[config.mk]
export PLATFORM = sky130hd
export DESIGN_NAME = alu_seq
export DESIGN_NICKNAME = d
export VERILOG_FILES = /design/src/rtl/alu_seq_pkg.sv /design/src/rtl/alu_seq_mul.sv /design/src/rtl/alu_seq.sv
export SDC_FILE = /design/constraint.sdc
export NUM_CORES = 1
export LEC_CHECK = 0
export CAP_MARGIN = 20
export CORE_ASPECT_RATIO = 2
export CORE_UTILIZATION = 59
export DETAILED_ROUTE_END_ITERATION = 8
export PLACE_DENSITY = 0.76
export SLEW_MARGIN = 15
export SYNTH_ARGS = -nofsm -noshare
export SYNTH_HDL_FRONTEND = slang
export SYNTH_HIERARCHICAL = 1
export SYNTH_SLANG_ARGS = --single-unit
[constraint.sdc]
create_clock -name clk -period 7.8 [get_ports clk]
set_input_delay 1.56 -clock clk [delete_from_list [all_inputs] [get_ports clk]]
set_output_delay 1.56 -clock clk [all_outputs]
set_load 0.02 [all_outputs]
[src/rtl/alu_seq_pkg.sv]
// alu_seq_pkg: shared definitions for the sequential ALU.
//   - 4-bit operation codes (combined with the cin modifier bit)
//   - FSM state type for the single-cycle / multiply sequencer
//   - bit positions of Z, N, C, V inside the 4-bit flags bus
//   - op_legal(): which {op_code, cin} pairs are defined operations
package alu_seq_pkg;

  localparam logic [3:0] OP_PASS = 4'b0000;  // cin=0: Aop, cin=1: Aop+1
  localparam logic [3:0] OP_ADD  = 4'b0001;  // Aop+B+cin
  localparam logic [3:0] OP_SUB  = 4'b0010;  // Aop+~B+1, cin ignored
  localparam logic [3:0] OP_DEC  = 4'b0011;  // cin=0: Aop-1, cin=1: Aop
  localparam logic [3:0] OP_AND  = 4'b0100;
  localparam logic [3:0] OP_OR   = 4'b0101;
  localparam logic [3:0] OP_XOR  = 4'b0110;
  localparam logic [3:0] OP_NOT  = 4'b0111;
  localparam logic [3:0] OP_ZERO = 4'b1000;
  localparam logic [3:0] OP_SH   = 4'b1001;  // cin=0: <<, cin=1: logical >>
  localparam logic [3:0] OP_SRA  = 4'b1010;  // cin=1 only
  localparam logic [3:0] OP_MUL  = 4'b1011;  // cin=0 only

  typedef enum logic [0:0] {
    IDLE = 1'b0,
    MUL  = 1'b1
  } state_e;

  localparam int FLAG_Z = 3;
  localparam int FLAG_N = 2;
  localparam int FLAG_C = 1;
  localparam int FLAG_V = 0;

  // Returns 1 when {op, cin} selects a defined operation.
  function automatic logic op_legal(input logic [3:0] op, input logic cin);
    logic legal_s;
    case (op)
      OP_PASS, OP_ADD, OP_SUB, OP_DEC, OP_SH:                legal_s = 1'b1;
      OP_AND, OP_OR, OP_XOR, OP_NOT, OP_ZERO, OP_MUL:        legal_s = ~cin;
      OP_SRA:                                                legal_s = cin;
      default:                                               legal_s = 1'b0;
    endcase
    return legal_s;
  endfunction

endpackage

[src/rtl/alu_seq_mul.sv]
// alu_seq_mul: iterative shift-and-add multiplier, one iteration per
// enabled clock, WIDTH iterations per product.
//   clk, rst_n  clock and asynchronous active-low reset
//   en          iteration enable; 0 freezes every register
//   start       load a/b and clear the partial product
//   a, b        multiplicand / multiplier (sampled with start)
//   done        the iteration running this cycle is the last one
//   product     full 2*WIDTH product including this cycle's iteration
module alu_seq_mul
  import alu_seq_pkg::*;
#(
  parameter int WIDTH = 8
) (
  input  logic               clk,
  input  logic               rst_n,
  input  logic               en,
  input  logic               start,
  input  logic [WIDTH-1:0]   a,
  input  logic [WIDTH-1:0]   b,
  output logic               done,
  output logic [2*WIDTH-1:0] product
);

  localparam int CW = $clog2(WIDTH);
  localparam logic [CW-1:0] LAST_CNT = CW'(WIDTH - 1);

  logic [2*WIDTH-1:0] mcand_r;
  logic [2*WIDTH-1:0] prod_r;
  logic [2*WIDTH-1:0] prod_next_s;
  logic [WIDTH-1:0]   mplier_r;
  logic [CW-1:0]      cnt_r;
  logic               busy_r;
  logic               done_s;

  // Partial product after this cycle's iteration.
  always_comb begin
    if (mplier_r[0]) begin
      prod_next_s = prod_r + mcand_r;
    end else begin
      prod_next_s = prod_r;
    end
  end

  assign done_s  = busy_r && (cnt_r == LAST_CNT);
  assign done    = done_s;
  assign product = prod_next_s;

  // Operand load on start, then one shift-and-add step per enabled cycle.
  always_ff @(posedge clk or negedge rst_n) begin
    if (!rst_n) begin
      mcand_r  <= '0;
      mplier_r <= '0;
      prod_r   <= '0;
      cnt_r    <= '0;
      busy_r   <= 1'b0;
    end else if (en) begin
      if (start) begin
        mcand_r  <= {{WIDTH{1'b0}}, a};
        mplier_r <= b;
        prod_r   <= '0;
        cnt_r    <= '0;
        busy_r   <= 1'b1;
      end else if (busy_r) begin
        prod_r   <= prod_next_s;
        mcand_r  <= mcand_r << 1;
        mplier_r <= mplier_r >> 1;
        if (done_s) begin
          cnt_r  <= '0;
          busy_r <= 1'b0;
        end else begin
          cnt_r  <= cnt_r + {{(CW-1){1'b0}}, 1'b1};
        end
      end
    end
  end

endmodule

[src/rtl/alu_seq.sv]
// alu_seq: handshaked WIDTH-bit ALU with shifts, an iterative multiply,
// status flags and an accumulator operand path.
//   clk, rst_n          clock, asynchronous active-low reset
//   en                  global enable; 0 freezes all state
//   in_valid/in_ready   request handshake from decode
//   op_code, cin        operation select and modifier
//   use_acc             take operand A from the accumulator
//   A, B                operands
//   out_valid/out_ready result handshake to write-back
//   Y, flags, err       registered result, {Z,N,C,V}, illegal-op flag
module alu_seq
  import alu_seq_pkg::*;
#(
  parameter int WIDTH = 8
) (
  input  logic             clk,
  input  logic             rst_n,
  input  logic             en,
  input  logic             in_valid,
  output logic             in_ready,
  input  logic [3:0]       op_code,
  input  logic             cin,
  input  logic             use_acc,
  input  logic [WIDTH-1:0] A,
  input  logic [WIDTH-1:0] B,
  output logic             out_valid,
  input  logic             out_ready,
  output logic [WIDTH-1:0] Y,
  output logic [3:0]       flags,
  output logic             err
);

  localparam int SHW = $clog2(WIDTH);

  state_e             state_r;
  logic [WIDTH-1:0]   y_r;
  logic [3:0]         flags_r;
  logic               err_r;
  logic               out_valid_r;
  logic [WIDTH-1:0]   acc_r;

  logic               in_ready_s;
  logic               accept_s;
  logic               legal_s;
  logic               is_mul_s;
  logic               mul_start_s;
  logic               mul_done_s;
  logic [2*WIDTH-1:0] mul_prod_s;
  logic [WIDTH-1:0]   aop_s;
  logic [SHW-1:0]     shamt_s;

  logic [WIDTH-1:0]   add_x_s;
  logic               add_c_s;
  logic [WIDTH:0]     add_sum_s;
  logic               add_v_s;
  logic [WIDTH:0]     shl_ext_s;
  logic [WIDTH:0]     shr_ext_s;
  logic [WIDTH:0]     sra_ext_s;

  logic [WIDTH-1:0]   alu_y_s;
  logic               alu_c_s;
  logic               alu_v_s;

  logic               wr_en_s;
  logic [WIDTH-1:0]   wr_y_s;
  logic               wr_c_s;
  logic               wr_v_s;
  logic               wr_err_s;
  logic [3:0]         wr_flags_s;

  assign in_ready_s  = (state_r == IDLE) && (!out_valid_r || out_ready);
  assign accept_s    = en && in_valid && in_ready_s;
  assign legal_s     = op_legal(op_code, cin);
  assign is_mul_s    = (op_code == OP_MUL) && !cin;
  assign mul_start_s = accept_s && is_mul_s;
  assign aop_s       = use_acc ? acc_r : A;
  assign shamt_s     = B[SHW-1:0];

  alu_seq_mul #(.WIDTH(WIDTH)) u_mul (
    .clk     (clk),
    .rst_n   (rst_n),
    .en      (en),
    .start   (mul_start_s),
    .a       (aop_s),
    .b       (B),
    .done    (mul_done_s),
    .product (mul_prod_s)
  );

  // Second adder operand: pass/inc add 0, dec adds all-ones (so cin=1
  // gives Aop with C=1, i.e. "decrement by zero, no borrow").
  always_comb begin
    add_c_s = cin;
    case (op_code)
      OP_ADD:  add_x_s = B;
      OP_SUB:  begin
        add_x_s = ~B;
        add_c_s = 1'b1;
      end
      OP_DEC:  add_x_s = '1;
      default: add_x_s = '0;
    endcase
  end

  assign add_sum_s = {1'b0, aop_s} + {1'b0, add_x_s} + {{WIDTH{1'b0}}, add_c_s};
  assign add_v_s   = (aop_s[WIDTH-1] == add_x_s[WIDTH-1]) &&
                     (add_sum_s[WIDTH-1] != aop_s[WIDTH-1]);

  // One guard bit beyond the operand catches the last bit shifted out;
  // with a zero shift amount the guard stays 0.
  assign shl_ext_s = {1'b0, aop_s} << shamt_s;
  assign shr_ext_s = {aop_s, 1'b0} >> shamt_s;
  assign sra_ext_s = $signed({aop_s, 1'b0}) >>> shamt_s;

  // Single-cycle datapath result and carry/overflow.
  always_comb begin
    alu_y_s = '0;
    alu_c_s = 1'b0;
    alu_v_s = 1'b0;
    case (op_code)
      OP_PASS, OP_ADD, OP_SUB, OP_DEC: begin
        alu_y_s = add_sum_s[WIDTH-1:0];
        alu_c_s = add_sum_s[WIDTH];
        alu_v_s = add_v_s;
      end
      OP_AND:  alu_y_s = aop_s & B;
      OP_OR:   alu_y_s = aop_s | B;
      OP_XOR:  alu_y_s = aop_s ^ B;
      OP_NOT:  alu_y_s = ~aop_s;
      OP_ZERO: alu_y_s = '0;
      OP_SH: begin
        if (cin) begin
          alu_y_s = shr_ext_s[WIDTH:1];
          alu_c_s = shr_ext_s[0];
        end else begin
          alu_y_s = shl_ext_s[WIDTH-1:0];
          alu_c_s = shl_ext_s[WIDTH];
        end
      end
      OP_SRA: begin
        alu_y_s = sra_ext_s[WIDTH:1];
        alu_c_s = sra_ext_s[0];
      end
      default: alu_y_s = '0;
    endcase
  end

  // Pick the value to write: multiplier completion, illegal op or ALU.
  always_comb begin
    wr_y_s   = '0;
    wr_c_s   = 1'b0;
    wr_v_s   = 1'b0;
    wr_err_s = 1'b0;
    if (state_r == MUL) begin
      wr_y_s = mul_prod_s[WIDTH-1:0];
      wr_c_s = |mul_prod_s[2*WIDTH-1:WIDTH];
    end else if (!legal_s) begin
      wr_err_s = 1'b1;
    end else begin
      wr_y_s = alu_y_s;
      wr_c_s = alu_c_s;
      wr_v_s = alu_v_s;
    end
  end

  // Flags of the value being written; an illegal op reports all-zero flags.
  always_comb begin
    wr_flags_s = 4'b0000;
    if (wr_err_s) begin
      wr_flags_s = 4'b0000;
    end else begin
      wr_flags_s[FLAG_Z] = (wr_y_s == '0);
      wr_flags_s[FLAG_N] = wr_y_s[WIDTH-1];
      wr_flags_s[FLAG_C] = wr_c_s;
      wr_flags_s[FLAG_V] = wr_v_s;
    end
  end

  assign wr_en_s = (accept_s && !is_mul_s) || ((state_r == MUL) && mul_done_s);

  // Sequencer, output register and accumulator.
  always_ff @(posedge clk or negedge rst_n) begin
    if (!rst_n) begin
      state_r     <= IDLE;
      y_r         <= '0;
      flags_r     <= 4'b0000;
      err_r       <= 1'b0;
      out_valid_r <= 1'b0;
      acc_r       <= '0;
    end else if (en) begin
      if (wr_en_s) begin
        y_r         <= wr_y_s;
        flags_r     <= wr_flags_s;
        err_r       <= wr_err_s;
        acc_r       <= wr_y_s;
        out_valid_r <= 1'b1;
      end else if (out_valid_r && out_ready) begin
        out_valid_r <= 1'b0;
      end
      case (state_r)
        IDLE: begin
          if (mul_start_s) begin
            state_r <= MUL;
          end
        end
        MUL: begin
          if (mul_done_s) begin
            state_r <= IDLE;
          end
        end
        default: state_r <= IDLE;
      endcase
    end
  end

  assign in_ready  = in_ready_s;
  assign out_valid = out_valid_r;
  assign Y         = y_r;
  assign flags     = flags_r;
  assign err       = err_r;

endmodule

; After elaboration in Yosys (flattened, before gate mapping)
; Cells that the tools add are included.
[totals]
reg_bits = 59
inputBits = 27
out_inout_bits = 15
elab_cells = 99
[classes]
add_sub_neg = 4
eq_ne = 14
n_shift = 3
muxes = 35
bitwise = 7
reduce_logical = 26
[op_table]
columns = operator, count
row1 = $mux 16, 5
row2 = $pmux 8 s7, 1
row3 = $mux 8, 6
row4 = $pmux 8 s3, 1
row5 = $add 16x16->16, 1
row6 = $eq 4x3->1 const B, 4
row7 = $eq 4x4->1 const B, 4
row8 = $not 8->8, 2
row9 = $mux 1, 15
row10 = $logic_and 1x1->1, 10
row11 = $add 8x8->9, 1
row12 = $add 9x1->9, 1
row13 = $mux 3, 3
row14 = $shl 8x3->9, 1
row15 = $shr 9x3->9, 1
row16 = $sshr 9x3->9, 1
row17 = $and 8x8->8, 1
row18 = $eq 4x2->1 const B, 2
row19 = $logic_not 8->1, 1
row20 = $or 8x8->8, 1
row21 = $reduce_or 8->1, 1
row22 = $xor 8x8->8, 1
row23 = $pmux 1 s3, 2
row24 = $reduce_and 2->1, 3
row25 = 15 further kinds, 20

; Depth between registers and ports, before layout
[depth]
word_depth = 10
mapped_depth = 15
mapped_depth_nobuf = 13

; By module
; Netlist, hierarchy kept.
[by_module_without_submodules]
columns = mod, n_inst, cells_each, area_per_inst_um2, seq_area_each_um2
row1 = alu_seq, 1, 357, 2901.5, 375.4
row2 = alu_seq_mul, 1, 271, 2696.3, 1101.1

; Least setup slack after synthesis
; No wires, ideal clock.
[synth_timing]
kind = input-to-reg
start = in op_code[0]
end = reg flags_r[3], in the netlist flags[3]
setup_time_ns = 0.068
arrival_ns = 4.604
required_time_ns = 7.732
setup_slack_ns = 3.129
path_stages = 15
path_buffers = 3
path_cell_list = clkbuf_1 -> clkbuf_1 -> clkbuf_1 -> mux2i_1 -> nor2_1 -> fa_1 -> inv_1 -> fa_1 -> nand2b_1 -> a211oi_1 -> or4b_2 -> a21oi_1 -> o32a_1 -> nor4_1 -> a32o_1
[synth_via]
elab_chain_cells = 9
word_cells_on_any_way = 32
cone_classes = 2 x add/sub / 11 x eq/ne / 9 x mux / 10 x reduce/logical
[synth_lines]
columns = item, line_no
row1 = start: declaration, alu_seq.sv:21  ; input logic [3:0] op_code,
row2 = $eq 4x2->1 / $eq 4x1->1 (equally long branches), "alu_seq_pkg.sv:34, alu_seq.sv:94, alu_seq.sv:120"
row3 = $pmux 8 s3, alu_seq.sv:94  ; case (op_code)
row4 = $add 8x8->9, alu_seq.sv:105  ; assign add_sum_s = {1'b0, aop_s} + {1'b0, add_x_s} + {{WIDTH{1'b0}}, add_c_s};
row5 = $add 9x1->9, alu_seq.sv:105
row6 = $pmux 8 s7, alu_seq.sv:120  ; case (op_code)
row7 = $mux 8, alu_seq.sv:157  ; end else if (!legal_s) begin
row8 = $mux 8, alu_seq.sv:154  ; if (state_r == MUL) begin
row9 = $logic_not 8->1, alu_seq.sv:172  ; wr_flags_s[FLAG_Z] = (wr_y_s == '0);
row10 = $mux 4, alu_seq.sv:169  ; if (wr_err_s) begin
row11 = end signal: assignment, alu_seq.sv:193  ; flags_r <= wr_flags_s;
row12 = end: declaration, alu_seq.sv:37  ; logic [3:0] flags_r;
; Several ways; a longest one is shown, not always the timed one.
; A chain may end at the register's enable or synchronous reset.

; Worst setup path in the final report
[layout_timing]
start = in use_acc
end = reg flags_r[3], in the netlist flags[3]
[layout_via]
elab_chain_cells = 8
word_cells_on_any_way = 16
cone_classes = 2 x add/sub / 3 x shift / 6 x mux / 4 x bitwise / 1 x reduce/logical
[layout_lines]
columns = item, line_no
row1 = start: declaration, alu_seq.sv:23  ; input logic use_acc,
row2 = $mux 8 *, alu_seq.sv:76  ; assign aop_s = use_acc ? acc_r : A;
row3 = named net aop_s[0], alu_seq.sv:49  ; logic [WIDTH-1:0] aop_s;
row4 = "$add 8x8->9, or another cell as far along", alu_seq.sv:105
row5 = $add 9x1->9 / $mux 8 (equally long branches), "alu_seq.sv:105, alu_seq.sv:132"
row6 = $pmux 8 s7 *, alu_seq.sv:120
row7 = $mux 8 *, alu_seq.sv:157
row8 = $mux 8 *, alu_seq.sv:154
row9 = $logic_not 8->1 *, alu_seq.sv:172
row10 = $mux 4 *, alu_seq.sv:169
; The timed path passes the listed nets; every way through them passes the cells marked *.

==> summary.txt <==
fin crit share - 0.688
Final min period - 5360 ps
Psw - 349 µW
setup TNS - 0 ps
Seq cells post-synth - 59
final design area excluding fillers - 6440 µm²
CP startpoint kind - input port
Clock Latency Late Sink - 330 ps
internal power - 777 µW
Synthesis Warnings - 6
vias - 5332
chip height - 140 µm
largest family of logic cells by synthesized area - compound AO/OA/AOI/OAI gates
Max Cap Violations - 0
Synth Area in XOR/XNOR - 0.0172
Final Core Density - 0.695
post-synth top area share - 0.264
r2r worst-path depth - 13
initial core utilization - 0.605
unrepaired setup endpoints after global routing - false
CTS tree - yes
total CTS buffers - 9
setup violators final - 0
largest area contributor in the netlist - dfrtp_1
Die X - 70.9 µm
I/O pin total - 42
GRT Total Usage - 0.379
area of the multi-input gates - 3850 µm²
per-instance average area after synthesis - 8.91 µm²
I/O Buffers - 41
Synth async-reset ratio - 1.00
routed length per instance - 23.7 µm
total wire length - 18.2 mm
core area - 9260 µm²
slowest stage delay, CP - 730 ps
Detailed Routing Iterations Pass 1 - 5
Least-Margin Pin Slew - 994 ps
vias in the first global route - 5325
layout cells sized above 1 - 0.133
Fmax - 186 MHz
Placed Area - 6060 µm²
Hold Path Class - reg2reg
Max Slew Vio Count - 0
drc violations - 0
final hold vios - 0
reg2reg setup slack - 3900 ps
iteration-0 DRC count of the detailed router - 347
CP max FO - 18
CP Class - in2reg
Layout area overhead - 15.0%
Worst R2R Start - u_mul/mcand_r[0]
mux cell area share after synthesis - 0.162
Simple-Gate Fraction of Synth Area - 0.170
fraction of the yosys area taken by sequential cells - 0.264
cts hold-fix bufs - 0
hpwl dp - 13.8 mm
combinational group share of total power - 0.265
initial antenna violation count - 0
Worst Setup SP - use_acc
GPL Wtd Cong - 0.973
Worst setup endpoint - flags[3]
via-per-instance ratio - 6.97
P_leak - 0.00286 µW
Ant. Diodes - 0
crit path cell chain - clkdlybuf4s50_1, buf_4, mux2i_1, inv_1, fa_1, a211oi_1, nor2_1, o311ai_0, o32ai_1, nand2_1, nor4_1, a32o_1
Reg2Reg Capture Point - flags[3]
Place WS - 2150 ps
final worst slack - 2440 ps
run status - complete, no violations
flip-flop and latch area - 1480 µm²
CTS sink count - 59
Final ANT Viol Nets - 0
final clock skew - 7.84 ps
final hold slack - 490 ps
post_cts resized - 0
worst vdd ir - 0.118 mV
setup bufs post-CTS - 0
Max-slew headroom - 0.337
Cells after Synth - 628
CP max stage cell - o311ai_0
clock network power share - 0.415
register share of total power - 0.320
Worst EP arrival - 5580 ps
final net count - 727
pin count of the biggest net entering global routing - 60
Synth Area in Adders - 0.102
H-tree depth reported by CTS - 3
Die Area - 9900 µm²
Fillers - 753
syn_nets - 699
Post-Syn Area - 5600 µm²
power per cell area - 175 nW/µm²
number of synthesized flops with an enable pin - 0
Synth cell types - 74
main area contributors after synthesis - dfrtp_1, ha_1, mux2i_1, mux4_2, nand2_1
Row Count - 50
Synth Area in Compound Gates - 0.236
Root Buffer - clkbuf_16
total gr overflow - 0
Reg clk slew, reported paths - 50 ps
global-route wire length before repair - 28.4 mm
Switching Fraction - 0.310
Longest Clk Path Bufs - 2
Critical Path End Type - flip-flop
Worst EP required - 8010 ps
Main synth FF type - dfrtp_1
==> sequential cells by signal, summed over array words and instances (netlist names) <==
register and flops:
flags 4, out_valid 1, u_mul/mcand_r 16, err 1, acc_r 8, u_mul/prod_r 16
u_mul/mplier_r 8, u_mul/busy_r 1, state_r 1, u_mul/cnt_r 3
==> cell type report <==
class,instances,share of cell area
sequential,59,0.229
tap,104,0.0202
multi-input combinational,503,0.599
clock buffer,10,0.0371
inverter,29,0.0169
clock inverter,6,0.0173
timing repair buffer,54,0.0805
==> per-layer routing <==
metal | vias up | GRT usage | share of wire
met5 | - | 0 | 0
met4 | 0 | 0.332 | 0.094
met3 | 93 | 0.0463 | 0.035
met2 | 190 | 0.671 | 0.53
met1 | 2631 | 0.380 | 0.34
li1 | 2418 | - | -
==> worst max-delay path: cells and delay by family <==
kind | cells | cell delay (ps)
AO/OA/AOI/OAI | 4 | 1620
adder cells (fa/ha/maj) | 1 | 500
buffers and inverters | 3 | 1000
multiplexers | 1 | 510
AND/OR/NAND/NOR | 3 | 380
==> stage by stage <==
stage | std cells | total power (µW)
global placement | 747 | 648
floorplan | 628 | 537
global route | 765 | 1160
CTS | 763 | 1120
detailed placement | 747 | 656
finish | 765 | 1130
==> power groups by stage <==
| stage | clock network (µW) | logic [µW] | registers, µW |
|---|---|---|---|
| final | 467 | 298 | 361 |
| after detailed placement | 0 | 291 | 365 |
| after floorplan | 0 | 171 | 366 |
| after global placement | 0 | 285 | 363 |
| after global routing | 479 | 322 | 364 |
| after CTS | 468 | 295 | 360 |
==> synthesized netlist by cell type (5+ instances only) <==
cell type and n:
inv_1 25, ha_1 41, a21oi_1 34, o22ai_1 8, nor2_1 37, nor3_1 9
nand2_1 64, mux4_2 12, a32o_1 6, buf_2 6, nor2b_1 9, dfrtp_1 59
clkbuf_1 26, a21o_1 7, nand2b_1 12, a22o_1 23, nand3_1 8, and2_1 5
mux2i_1 40, a211oi_1 8, xnor2_1 8, nand4_1 6, a31oi_1 5, mux2_2 21
o21ai_0 47
==> cell usage in the layout (no fill, tap or decap), types with 21 or more instances in the layout <==
master           netlist  final
nand2_1               64     64
mux2i_1               40     40
clkdlybuf4s50_1        0     40
nor2_1                37     37
dfrtp_1               59     59
a21oi_1               34     34
ha_1                  41     41
a22o_1                23     23
o21ai_0               47     46
mux2_2                21     21
inv_1                 25     25
==> cells by family after synthesis <==
family / count (synthesis)
compound gates: 189
xor+xnor: 11
fa+ha+maj: 44
buf+inv: 66
flops: 59
mux: 73
simple gates: 186
==> worst min-delay path by stage <==
stage	cells after the start	startpoint	slack (ps)	to
4_1_cts	2	u_mul/mplier_r[3]	490	u_mul/mplier_r[3]
6_report	2	err	490	err
2_1_floorplan	2	u_mul/mplier_r[1]	450	u_mul/mplier_r[1]
3_5_place_dp	2	u_mul/mplier_r[3]	480	u_mul/mplier_r[3]
3_3_place_gp	2	u_mul/mplier_r[3]	460	u_mul/mplier_r[3]
5_1_grt	2	u_mul/mplier_r[5]	520	u_mul/mplier_r[5]
Power figures use the tool's default switching activity.
